## src/rtl/mips_loader_pkg.sv

```systemverilog
// Shared types and constants for the instruction-memory loader and its byte packer.
package mips_loader_pkg;

  typedef enum logic [2:0] {
    ST_IDLE  = 3'd0,
    ST_LOAD  = 3'd1,
    ST_WRITE = 3'd2,
    ST_CHECK = 3'd3,
    ST_DONE  = 3'd4
  } state_t;

  localparam int DATA_WIDTH     = 32;
  localparam int BYTES_PER_WORD = DATA_WIDTH / 8;
  localparam int BYTE_IDX_W     = $clog2(BYTES_PER_WORD);

  function automatic int byte_idx_width(input int data_width);
    return (data_width / 8 > 1) ? $clog2(data_width / 8) : 1;
  endfunction

endpackage

```

## src/rtl/instr_mem_loader_byte_packer.sv

```systemverilog
// Big-endian byte-to-word packer: first accepted byte ends up in the word's top byte.
module byte_packer
  import mips_loader_pkg::*;
#(
  parameter int Data_Width = DATA_WIDTH
) (
  input  logic                  clk,
  input  logic                  Res,
  input  logic                  clear,
  input  logic                  accept,
  input  logic [7:0]            byte_in,
  output logic                  word_full,
  output logic [Data_Width-1:0] packed_word
);

  localparam int BPW  = Data_Width / 8;
  localparam int IDXW = byte_idx_width(Data_Width);
  localparam logic [IDXW-1:0] LAST_IDX = IDXW'(BPW - 1);
  localparam logic [IDXW-1:0] IDX_ONE  = IDXW'(1);

  logic [IDXW-1:0]       byte_cnt;
  logic [Data_Width-9:0] shift;

  // The word is complete combinationally on the last byte so the write can follow next cycle.
  assign packed_word = {shift, byte_in};
  assign word_full   = accept && (byte_cnt == LAST_IDX);

  always_ff @(posedge clk) begin
    if (!Res) begin
      byte_cnt <= {IDXW{1'b0}};
      shift    <= {(Data_Width-8){1'b0}};
    end else if (clear) begin
      byte_cnt <= {IDXW{1'b0}};
      shift    <= {(Data_Width-8){1'b0}};
    end else if (accept) begin
      shift    <= packed_word[Data_Width-9:0];
      byte_cnt <= word_full ? {IDXW{1'b0}} : byte_cnt + IDX_ONE;
    end else begin
      byte_cnt <= byte_cnt;
      shift    <= shift;
    end
  end

endmodule

```

## src/rtl/instr_mem_loader.sv

```systemverilog
// Instruction-memory loader: packs a byte stream into words, writes them, then releases the core.
// Optional trailing-checksum check is enabled with `define LOADER_CHECKSUM_EN.
module instr_mem_loader
  import mips_loader_pkg::*;
#(
  parameter int Data_Width = 32,
  parameter int AD_Width   = 8
) (
  input  logic                  clk,
  input  logic                  Res,
  input  logic                  start,
  input  logic [AD_Width:0]     Num_Words,
  input  logic [7:0]            Byte_In,
  input  logic                  Byte_Valid,
  output logic                  Byte_Ready,
  output logic                  Wr_En,
  output logic [AD_Width-1:0]   Wr_Addr,
  output logic [Data_Width-1:0] Wr_Data,
  output logic                  Cpu_Res,
  output logic                  Busy,
  output logic                  Done,
  output logic                  Chk_Err
);

  localparam logic [AD_Width:0]   MAX_WORDS = {1'b1, {AD_Width{1'b0}}};
  localparam logic [AD_Width:0]   ONE_WORD  = {{AD_Width{1'b0}}, 1'b1};
  localparam logic [AD_Width:0]   NO_WORDS  = {(AD_Width+1){1'b0}};
  localparam logic [AD_Width-1:0] ADDR_ONE  = AD_Width'(1);

  state_t                state;
  state_t                next_state;
  logic [AD_Width:0]     n_words;
  logic [AD_Width:0]     num_clamped;
  logic [AD_Width-1:0]   word_cnt;
  logic                  restart;
  logic                  accept;
  logic                  load_accept;
  logic                  word_full;
  logic                  last_word;
  logic [Data_Width-1:0] packed_word;
  logic                  byte_ready_nxt;
  logic                  wr_en_nxt;
  logic                  busy_nxt;
  logic                  done_nxt;
  logic                  cpu_res_nxt;

  assign restart     = start && ((state == ST_IDLE) || (state == ST_DONE));
  assign num_clamped = (Num_Words > MAX_WORDS) ? MAX_WORDS : Num_Words;
  assign accept      = Byte_Valid && Byte_Ready;
  assign load_accept = accept && (state == ST_LOAD);
  assign last_word   = ({1'b0, word_cnt} == (n_words - ONE_WORD));

  byte_packer #(
    .Data_Width (Data_Width)
  ) u_packer (
    .clk         (clk),
    .Res         (Res),
    .clear       (restart),
    .accept      (load_accept),
    .byte_in     (Byte_In),
    .word_full   (word_full),
    .packed_word (packed_word)
  );

  always_ff @(posedge clk) begin
    if (!Res) begin
      state <= ST_IDLE;
    end else begin
      state <= next_state;
    end
  end

  always_comb begin
    next_state = state;
    case (state)
      ST_IDLE, ST_DONE: begin
        if (restart) begin
          next_state = (num_clamped == NO_WORDS) ? ST_DONE : ST_LOAD;
        end else begin
          next_state = state;
        end
      end
      ST_LOAD: begin
        if (word_full) begin
          next_state = ST_WRITE;
        end else begin
          next_state = ST_LOAD;
        end
      end
      ST_WRITE: begin
        if (last_word) begin
`ifdef LOADER_CHECKSUM_EN
          next_state = ST_CHECK;
`else
          next_state = ST_DONE;
`endif
        end else begin
          next_state = ST_LOAD;
        end
      end
`ifdef LOADER_CHECKSUM_EN
      ST_CHECK: begin
        if (accept) begin
          next_state = ST_DONE;
        end else begin
          next_state = ST_CHECK;
        end
      end
`endif
      default: next_state = ST_IDLE;
    endcase
  end

`ifdef LOADER_CHECKSUM_EN
  logic [7:0] csum;
  logic       chk_err;
  logic       chk_err_nxt;

  // The trailing byte is the only one compared; data bytes feed the running XOR.
  always_ff @(posedge clk) begin
    if (!Res) begin
      csum    <= 8'h00;
      chk_err <= 1'b0;
    end else begin
      chk_err <= chk_err_nxt;
      if (restart) begin
        csum <= 8'h00;
      end else if (load_accept) begin
        csum <= csum ^ Byte_In;
      end else begin
        csum <= csum;
      end
    end
  end

  assign Chk_Err = chk_err;
`else
  assign Chk_Err = 1'b0;
`endif

  // Outputs are decoded from the next state so they register in step with the state.
  always_comb begin
    byte_ready_nxt = (next_state == ST_LOAD) || (next_state == ST_CHECK);
    wr_en_nxt      = (next_state == ST_WRITE);
    busy_nxt       = (next_state == ST_LOAD) || (next_state == ST_WRITE) ||
                     (next_state == ST_CHECK);
    done_nxt       = (next_state == ST_DONE);
`ifdef LOADER_CHECKSUM_EN
    chk_err_nxt = chk_err;
    if (restart) begin
      chk_err_nxt = 1'b0;
    end else if ((state == ST_CHECK) && accept) begin
      chk_err_nxt = (Byte_In != csum);
    end else begin
      chk_err_nxt = chk_err;
    end
    cpu_res_nxt = done_nxt && !chk_err_nxt;
`else
    cpu_res_nxt = done_nxt;
`endif
  end

  always_ff @(posedge clk) begin
    if (!Res) begin
      Byte_Ready <= 1'b0;
      Wr_En      <= 1'b0;
      Wr_Addr    <= {AD_Width{1'b0}};
      Wr_Data    <= {Data_Width{1'b0}};
      Cpu_Res    <= 1'b0;
      Busy       <= 1'b0;
      Done       <= 1'b0;
      n_words    <= NO_WORDS;
      word_cnt   <= {AD_Width{1'b0}};
    end else begin
      Byte_Ready <= byte_ready_nxt;
      Wr_En      <= wr_en_nxt;
      Busy       <= busy_nxt;
      Done       <= done_nxt;
      Cpu_Res    <= cpu_res_nxt;
      if (wr_en_nxt) begin
        Wr_Addr <= word_cnt;
        Wr_Data <= packed_word;
      end else begin
        Wr_Addr <= Wr_Addr;
        Wr_Data <= Wr_Data;
      end
      // The count stops at the last word, so a full-depth load never wraps.
      if (restart) begin
        n_words  <= num_clamped;
        word_cnt <= {AD_Width{1'b0}};
      end else if ((state == ST_WRITE) && !last_word) begin
        n_words  <= n_words;
        word_cnt <= word_cnt + ADDR_ONE;
      end else begin
        n_words  <= n_words;
        word_cnt <= word_cnt;
      end
    end
  end

endmodule

```

## config.mk

```make
export PLATFORM = sky130hd
export DESIGN_NAME = instr_mem_loader
export DESIGN_NICKNAME = d
export VERILOG_FILES = /design/src/rtl/mips_loader_pkg.sv /design/src/rtl/instr_mem_loader_byte_packer.sv /design/src/rtl/instr_mem_loader.sv
export SDC_FILE = /design/constraint.sdc
export NUM_CORES = 1
export LEC_CHECK = 0
export CORE_UTILIZATION = 46
export DETAILED_ROUTE_END_ITERATION = 8
export PLACE_DENSITY = 0.73
export REMOVE_ABC_BUFFERS = 1
export SYNTH_ARGS = -nofsm -noshare
export SYNTH_HDL_FRONTEND = slang
export SYNTH_HIERARCHICAL = 1
export SYNTH_SLANG_ARGS = --single-unit
```

## constraint.sdc

```tcl
create_clock -name clk -period 5.4 [get_ports clk]
set_clock_uncertainty 0.2 [all_clocks]
set_input_delay 1.08 -clock clk [delete_from_list [all_inputs] [get_ports clk]]
set_output_delay 1.08 -clock clk [all_outputs]
set_load 0.01 [all_outputs]
```

==> results of run 1 <==
## layout make-up
| class | instances | share of cell area (%) |
|---|---|---|
| Timing Repair Buffer | 69 | 14.7 |
| Tap cell | 102 | 2.76 |
| Inverter | 4 | 0.325 |
| Clock buffer | 10 | 2.76 |
| Clock inverter | 6 | 1.63 |
| Sequential cell | 90 | 39.0 |
| Multi-Input combinational cell | 294 | 38.8 |
## through the flow
stage	hold WS, ps	total power, mW	setup WS [ps]	cells	utilization (%)
floorplan	240	0.729	1810	388	-
global placement	251	0.762	1670	559	56.0
finish	266	1.22	1970	575	58.6
global route	295	1.27	1750	575	58.6
detailed placement	258	0.763	1590	559	56.0
CTS	271	1.23	1970	575	58.6
## how the worst min path moves through the flow
stage / depth (start not counted) / end / start
3_3_place_gp: 2 / Wr_Data[31]$_SDFFE_PN0P_ / Wr_Data[31]$_SDFFE_PN0P_
6_report: 2 / Wr_Addr[5]$_SDFFE_PN0P_ / Wr_Addr[5]$_SDFFE_PN0P_
4_1_cts: 2 / Wr_Addr[5]$_SDFFE_PN0P_ / Wr_Addr[5]$_SDFFE_PN0P_
5_1_grt: 2 / Wr_Data[26]$_SDFFE_PN0P_ / u_packer/shift[18]$_SDFFE_PP0P_
2_1_floorplan: 2 / Wr_Data[24]$_SDFFE_PN0P_ / u_packer/shift[16]$_SDFFE_PP0P_
3_5_place_dp: 2 / Wr_Data[4]$_SDFFE_PN0P_ / Wr_Data[4]$_SDFFE_PN0P_
## per-layer routing
layer | wire length [um] | global-route usage [%]
met3 | 429 | 6.26
met2 | 3770 | 32.2
met1 | 3690 | 23.8
met5 | 0 | 0
met4 | 72 | 5.26
## critical path, cell delays in order
cell             delay [ps]
clkdlybuf4s50_1         450
and3_1                  140
buf_4                   400
and2_1                  260
and2_1                  520
buf_4                   380
nand2_1                  80
a21boi_0                180
## cells in the final DEF (no fill, tap or decap), types with 6 or more instances in the layout
| cell | instances |
|---|---|
| clkdlybuf4s50_1 | 65 |
| nand2_1 | 94 |
| mux2i_1 | 27 |
| nor2_1 | 31 |
| a21oi_1 | 9 |
| a21boi_0 | 42 |
| xnor2_1 | 6 |
| clkbuf_8 | 9 |
| dfxtp_1 | 90 |
## logic make-up after synthesis
family / count (synthesis)
fa+ha+maj: 3
mux: 27
xor+xnor: 7
buf+inv: 40
compound gates: 76
other cells: 1
simple gates: 180
flops: 90
## power breakdown
group	total [mW]	internal, mW	switching [mW]
logic	0.0730	0.0373	0.0357
clock network	0.469	0.221	0.248
registers	0.675	0.669	0.00638
total	1.22	0.926	0.290
## synth_stat cells (6+ instances only)
master,n,share of area [%]
nand2_1,94,9.2
dfxtp_1,90,47
a21boi_0,42,8.2
nor2_1,31,3.0
mux2i_1,27,7.0
buf_4,12,2.3
clkbuf_1,11,1.1
a21oi_1,9,1.2
buf_2,8,1.0
xnor2_1,6,1.4
## state kept, by name, summed over array words and instances, names as in the netlist
signal	flops
state	3
u_packer/byte_cnt	2
Wr_Data	32
Byte_Ready	1
Busy	1
u_packer/shift	24
Wr_En	1
Done	1
Wr_Addr	8
word_cnt	8
n_words	9
==> results.json, run 1 <==
{
  "grt_pass1_wl_um": 13200,
  "cts-root-buf": "clkbuf_8",
  "overflow": 0,
  "ir_worst_vdd_v": 0.000163,
  "antenna_found_initial": 0,
  "postRouteAntennaNets": 0,
  "crit_fanout": 28,
  "gp_congestion": 0.848,
  "grt_pass1_vias": 2880,
  "max_freq_mhz": 292,
  "r2r-start": "state[0]$_SDFF_PN0_",
  "synthDistinctLibCells": 52,
  "insertion_delay_ps": 360,
  "ioPinCount": 67,
  "synth_top_family_by_area": "simple AND/OR/NAND/NOR gates",
  "status": "finished clean",
  "end_kind": "register",
  "tightest_slew_ps": 993,
  "grt_max_degree": 32,
  "cts_sinks": 90,
  "initial_utilization_pct": 48.7,
  "regArea_mm2": 0.00180,
  "clkTransAtPathRegs_ps": 80,
  "hold_class": "register to register",
  "drt_iter0_markers": 110,
  "synth-async-reset-ratio_pct": 0,
  "ctsLongestPathBuffers": 2,
  "syn_area_per_cell_um2": 9.06,
  "syn2layout_area_growth_pct": 20.3,
  "portBuffers": 65,
  "maxCapViolCount": 0,
  "tns_ps": 0,
  "crit_arrival_ps": 3500,
  "cts_buffers": 9,
  "placed_cell_area_mm2": 0.00442,
  "min_period_ps": 3430,
  "required_ps": 5480,
  "synth.area.mux_share_pct": 7.04,
  "final_nets": 492,
  "die-area_mm2": 0.00872,
  "path_class": "input pin to register",
  "worstSetupEndpoint": "Wr_Data[30]$_SDFFE_PN0P_",
  "fillCellCount": 712,
  "p_per_area_mw_per_mm2": 263,
  "drive_above_1_share_pct": 6.13,
  "reg2reg_to": "Wr_Data[30]$_SDFFE_PN0P_",
  "syn_inst": 424,
  "synth-simple-area-share_pct": 22.4,
  "vias": 3031,
  "post-route-cell-area_mm2": 0.00462,
  "synth_seq_cells": 90,
  "cts_tree": "done",
  "synth-edff-count": 0,
  "wl_per_cell_um": 13.8,
  "post_cts_buffers": 0,
  "critPathLaunch": "Byte_Valid",
  "synth_warnings": 6,
  "dp_hpwl_um": 5400,
  "power.static_leakage_nw": 1.53,
  "die_h_um": 93.4,
  "diodes": 0,
  "start_kind": "input pin",
  "totalWireLength_um": 7960,
  "synth.cell_area_mm2": 0.00384,
  "finalSetupViolCount": 0,
  "maxSlewHeadroom_pct": 33.8,
  "drtPass1Iterations": 4,
  "synth_compound_area_share_pct": 14.5,
  "slew_viol_final": 0,
  "synth_xor_area_share_pct": 1.60,
  "yosysSeqAreaShare_pct": 46.9,
  "synth_fa_ha_area_share_pct": 0.977,
  "rsz0062_at_grt": "false",
  "yosys_most_used_dff": "dfxtp_1",
  "cts_htree_levels": 3,
  "multi_input_area_mm2": 0.00179,
  "hold_violations": 0,
  "via_per_inst": 5.27,
  "globalRouteTotalUtil_pct": 19.3,
  "reg2reg_slack_ps": 2070,
  "num_rows": 32,
  "core_mm2": 0.00789,
  "fin_crit_sh_pct": 63.5,
  "drc": 0,
  "fp.dieW_um": 93.4,
  "r2r_cells": 8,
  "cts-resized-gates": 0,
  "ctsHoldBuffers": 0
}
Note: power is estimated with default switching activity, not from simulation.
==> run 2: changes to the inputs <==
PLACE_DENSITY = 0.76   (was 0.73)
clock period = 3 ns   (was 5.4 ns; I/O delays follow)
==> run 2 against run 1 <==
Power grew 79%. First-iteration DRC count shrank 0.91%. Via count shrank 2.1%. Clock-buffer cell count grew 1. Flip-flop and latch count is the same. Sequential power grew 81%. Worst setup slack lost 1400 ps. Global-route usage shrank 0.16 points. Critical endpoint is now state[0]$_SDFF_PN0_. Largest cell class unchanged. Highest routed layer unchanged.
==> results.json, run 2 (synthesized netlist as in run 1, its figures left out) <==
{
  "grt_util_met3_pct": 5.53,
  "tns_ps": 0,
  "min_period_ps": 2450,
  "p_per_area_mw_per_mm2": 469,
  "r2r_cells": 7,
  "reg2reg_to": "state[0]$_SDFF_PN0_",
  "status": "finished clean",
  "multi_input_area_mm2": 0.00179,
  "end_kind": "register",
  "cts_buffers": 9,
  "hp-start": "Wr_Data[27]$_SDFFE_PN0P_",
  "drtPass1Iterations": 4,
  "cts-resized-gates": 0,
  "wl_per_cell_um": 13.9,
  "insertion_delay_ps": 350,
  "final_nets": 496,
  "path_class": "register to register",
  "cts_tree": "done",
  "tightest_slew_ps": 555,
  "slew_viol_final": 0,
  "met2_usage_pct": 31.7,
  "dp_hpwl_um": 5430,
  "fin_hold_ws_ps": 265,
  "largest_reg_flops": 32,
  "ioPinCount": 67,
  "drt_iter0_markers": 109,
  "post_cts_buffers": 0,
  "overflow": 0,
  "swShare_pct": 22.1,
  "crit_fanout": 17,
  "switchingPower_mw": 0.483,
  "cp_slowest_cell": "o2111a_2",
  "drive_above_1_share_pct": 7.14,
  "r2r-start": "n_words[0]$_SDFFE_PN0P_",
  "start_kind": "register",
  "portBuffers": 65,
  "initial_utilization_pct": 48.7,
  "via_per_inst": 5.13,
  "regArea_mm2": 0.00180,
  "reg_top3": "Wr_Data (32), u_packer/shift (24), n_words (9)",
  "core_mm2": 0.00789,
  "hold_violations": 0,
  "worstHoldEndpoint": "Wr_Data[27]$_SDFFE_PN0P_",
  "die-area_mm2": 0.00872,
  "comb_power_share_pct": 6.1,
  "ctsLongestPathBuffers": 2,
  "drc": 0,
  "met1_usage_pct": 23.9,
  "crit_arrival_ps": 2500,
  "dp.cells": 563,
  "diodes": 0,
  "vias": 2966,
  "clkTransAtPathRegs_ps": 90,
  "grt_max_degree": 41,
  "grt_pass1_wl_um": 13200,
  "clock_power_share_pct": 38.2,
  "power.static_leakage_nw": 1.55,
  "totalWireLength_um": 8010,
  "fp.dieW_um": 93.4,
  "syn2layout_area_growth_pct": 21.1,
  "critPathBufInv": 1,
  "postRouteAntennaNets": 0,
  "power_frac_seq_pct": 55.7,
  "whs_path_depth": 2,
  "ir_worst_vdd_v": 0.000243,
  "finalSetupViolCount": 0,
  "grt_pass1_vias": 2837,
  "layout_commonest_cell": "nand2_1",
  "cts_htree_levels": 3,
  "rsz0062_at_grt": "false",
  "antenna_found_initial": 0,
  "ctsHoldBuffers": 0,
  "gp_congestion": 0.831,
  "required_ps": 3050,
  "hold_class": "register to register",
  "fillCellCount": 698,
  "grt-busiest-layer": "met2",
  "fin_crit_sh_pct": 81.7,
  "cts_sinks": 90,
  "globalRouteTotalUtil_pct": 19.1,
  "cp_top_family": "compound AO/OA/AOI/OAI gates",
  "regMostFlops": "Wr_Data",
  "cts-root-buf": "clkbuf_8",
  "finish.utilization_pct": 59.0,
  "layout_common_cells": "nand2_1 (94), dfxtp_1 (90), clkdlybuf4s50_1 (65)",
  "reg2reg_slack_ps": 550,
  "crit_chain": "inv_1 -> ha_1 -> xnor2_1 -> nor4_1 -> o2111a_2 -> nor2_1 -> o31a_1",
  "max_freq_mhz": 408,
  "instances_no_fill": 578,
  "maxSlewHeadroom_pct": 63.0,
  "slowest_delay_ps": 470,
  "p_int_mw": 1.70,
  "die_h_um": 93.4,
  "num_rows": 32,
  "maxCapViolCount": 0
}
[run 2: changes by cell type in the layout (fill, tap and decap cells not counted), sizes merged]
| cell | delta |
|---|---|
| clkbuf | +1 |
| inv | -2 |
| buf | +4 |
[run 2: metrics by stage]
| step | power, mW | area [um2] | setup WS (ps) |
|---|---|---|---|
| 4_1_cts | 2.21 | 4650 | 521 |
| 6_report | 2.18 | 4650 | 549 |
| 5_1_grt | 2.27 | 4650 | 445 |
| 2_1_floorplan | 1.31 | 3610 | -371 |
| 3_5_place_dp | 1.38 | 4450 | 534 |
| 3_3_place_gp | 1.37 | 4450 | 596 |
[run 2: layout make-up]
class / instances / share of cell area [%]
sequential: 90 / 38.7
clock buffer: 11 / 3.26
multi-input combinational: 294 / 38.6
timing repair buffer: 73 / 15.3
tap: 102 / 2.74
clock inverter: 4 / 1.10
inverter: 4 / 0.323
[run 2: per-layer routing]
metal | wire [um] | up-vias | part of all wire (%)
met5 | 0 | - | 0
met4 | 80 | 0 | 1.0
met3 | 458 | 7 | 5.7
met2 | 3770 | 61 | 47
met1 | 3700 | 1369 | 46
li1 | - | 1529 | -
[run 2: tightest hold or removal path: cells and delay by family (launching register included)]
family / cells / cell delay, ps
AOI/OAI and AO/OA: 1 / 60
DFF: 1 / 310
and+or+nand+nor: 1 / 50
[run 2: how the worst max path moves through the flow]
stage | slack [ps] | from | endpoint | cells after the start
after floorplan | -370 | state[0]$_SDFF_PN0_ | Wr_Addr[0]$_SDFFE_PN0P_ | 6
after global placement | 600 | n_words[0]$_SDFFE_PN0P_ | Byte_Ready$_SDFF_PN0_ | 7
after detailed placement | 530 | n_words[0]$_SDFFE_PN0P_ | Byte_Ready$_SDFF_PN0_ | 7
after CTS | 520 | n_words[0]$_SDFFE_PN0P_ | state[0]$_SDFF_PN0_ | 7
after global routing | 440 | n_words[0]$_SDFFE_PN0P_ | Byte_Ready$_SDFF_PN0_ | 7
final | 550 | n_words[0]$_SDFFE_PN0P_ | state[0]$_SDFF_PN0_ | 7
[run 2: power groups by stage]
| stage | Combinational [mW] | Clock (mW) | Sequential [mW] |
|---|---|---|---|
| after floorplan | 0.0703 | 0 | 1.24 |
| after global placement | 0.131 | 0 | 1.24 |
| after detailed placement | 0.133 | 0 | 1.24 |
| after CTS | 0.134 | 0.857 | 1.22 |
| after global routing | 0.147 | 0.908 | 1.22 |
| final | 0.133 | 0.833 | 1.22 |
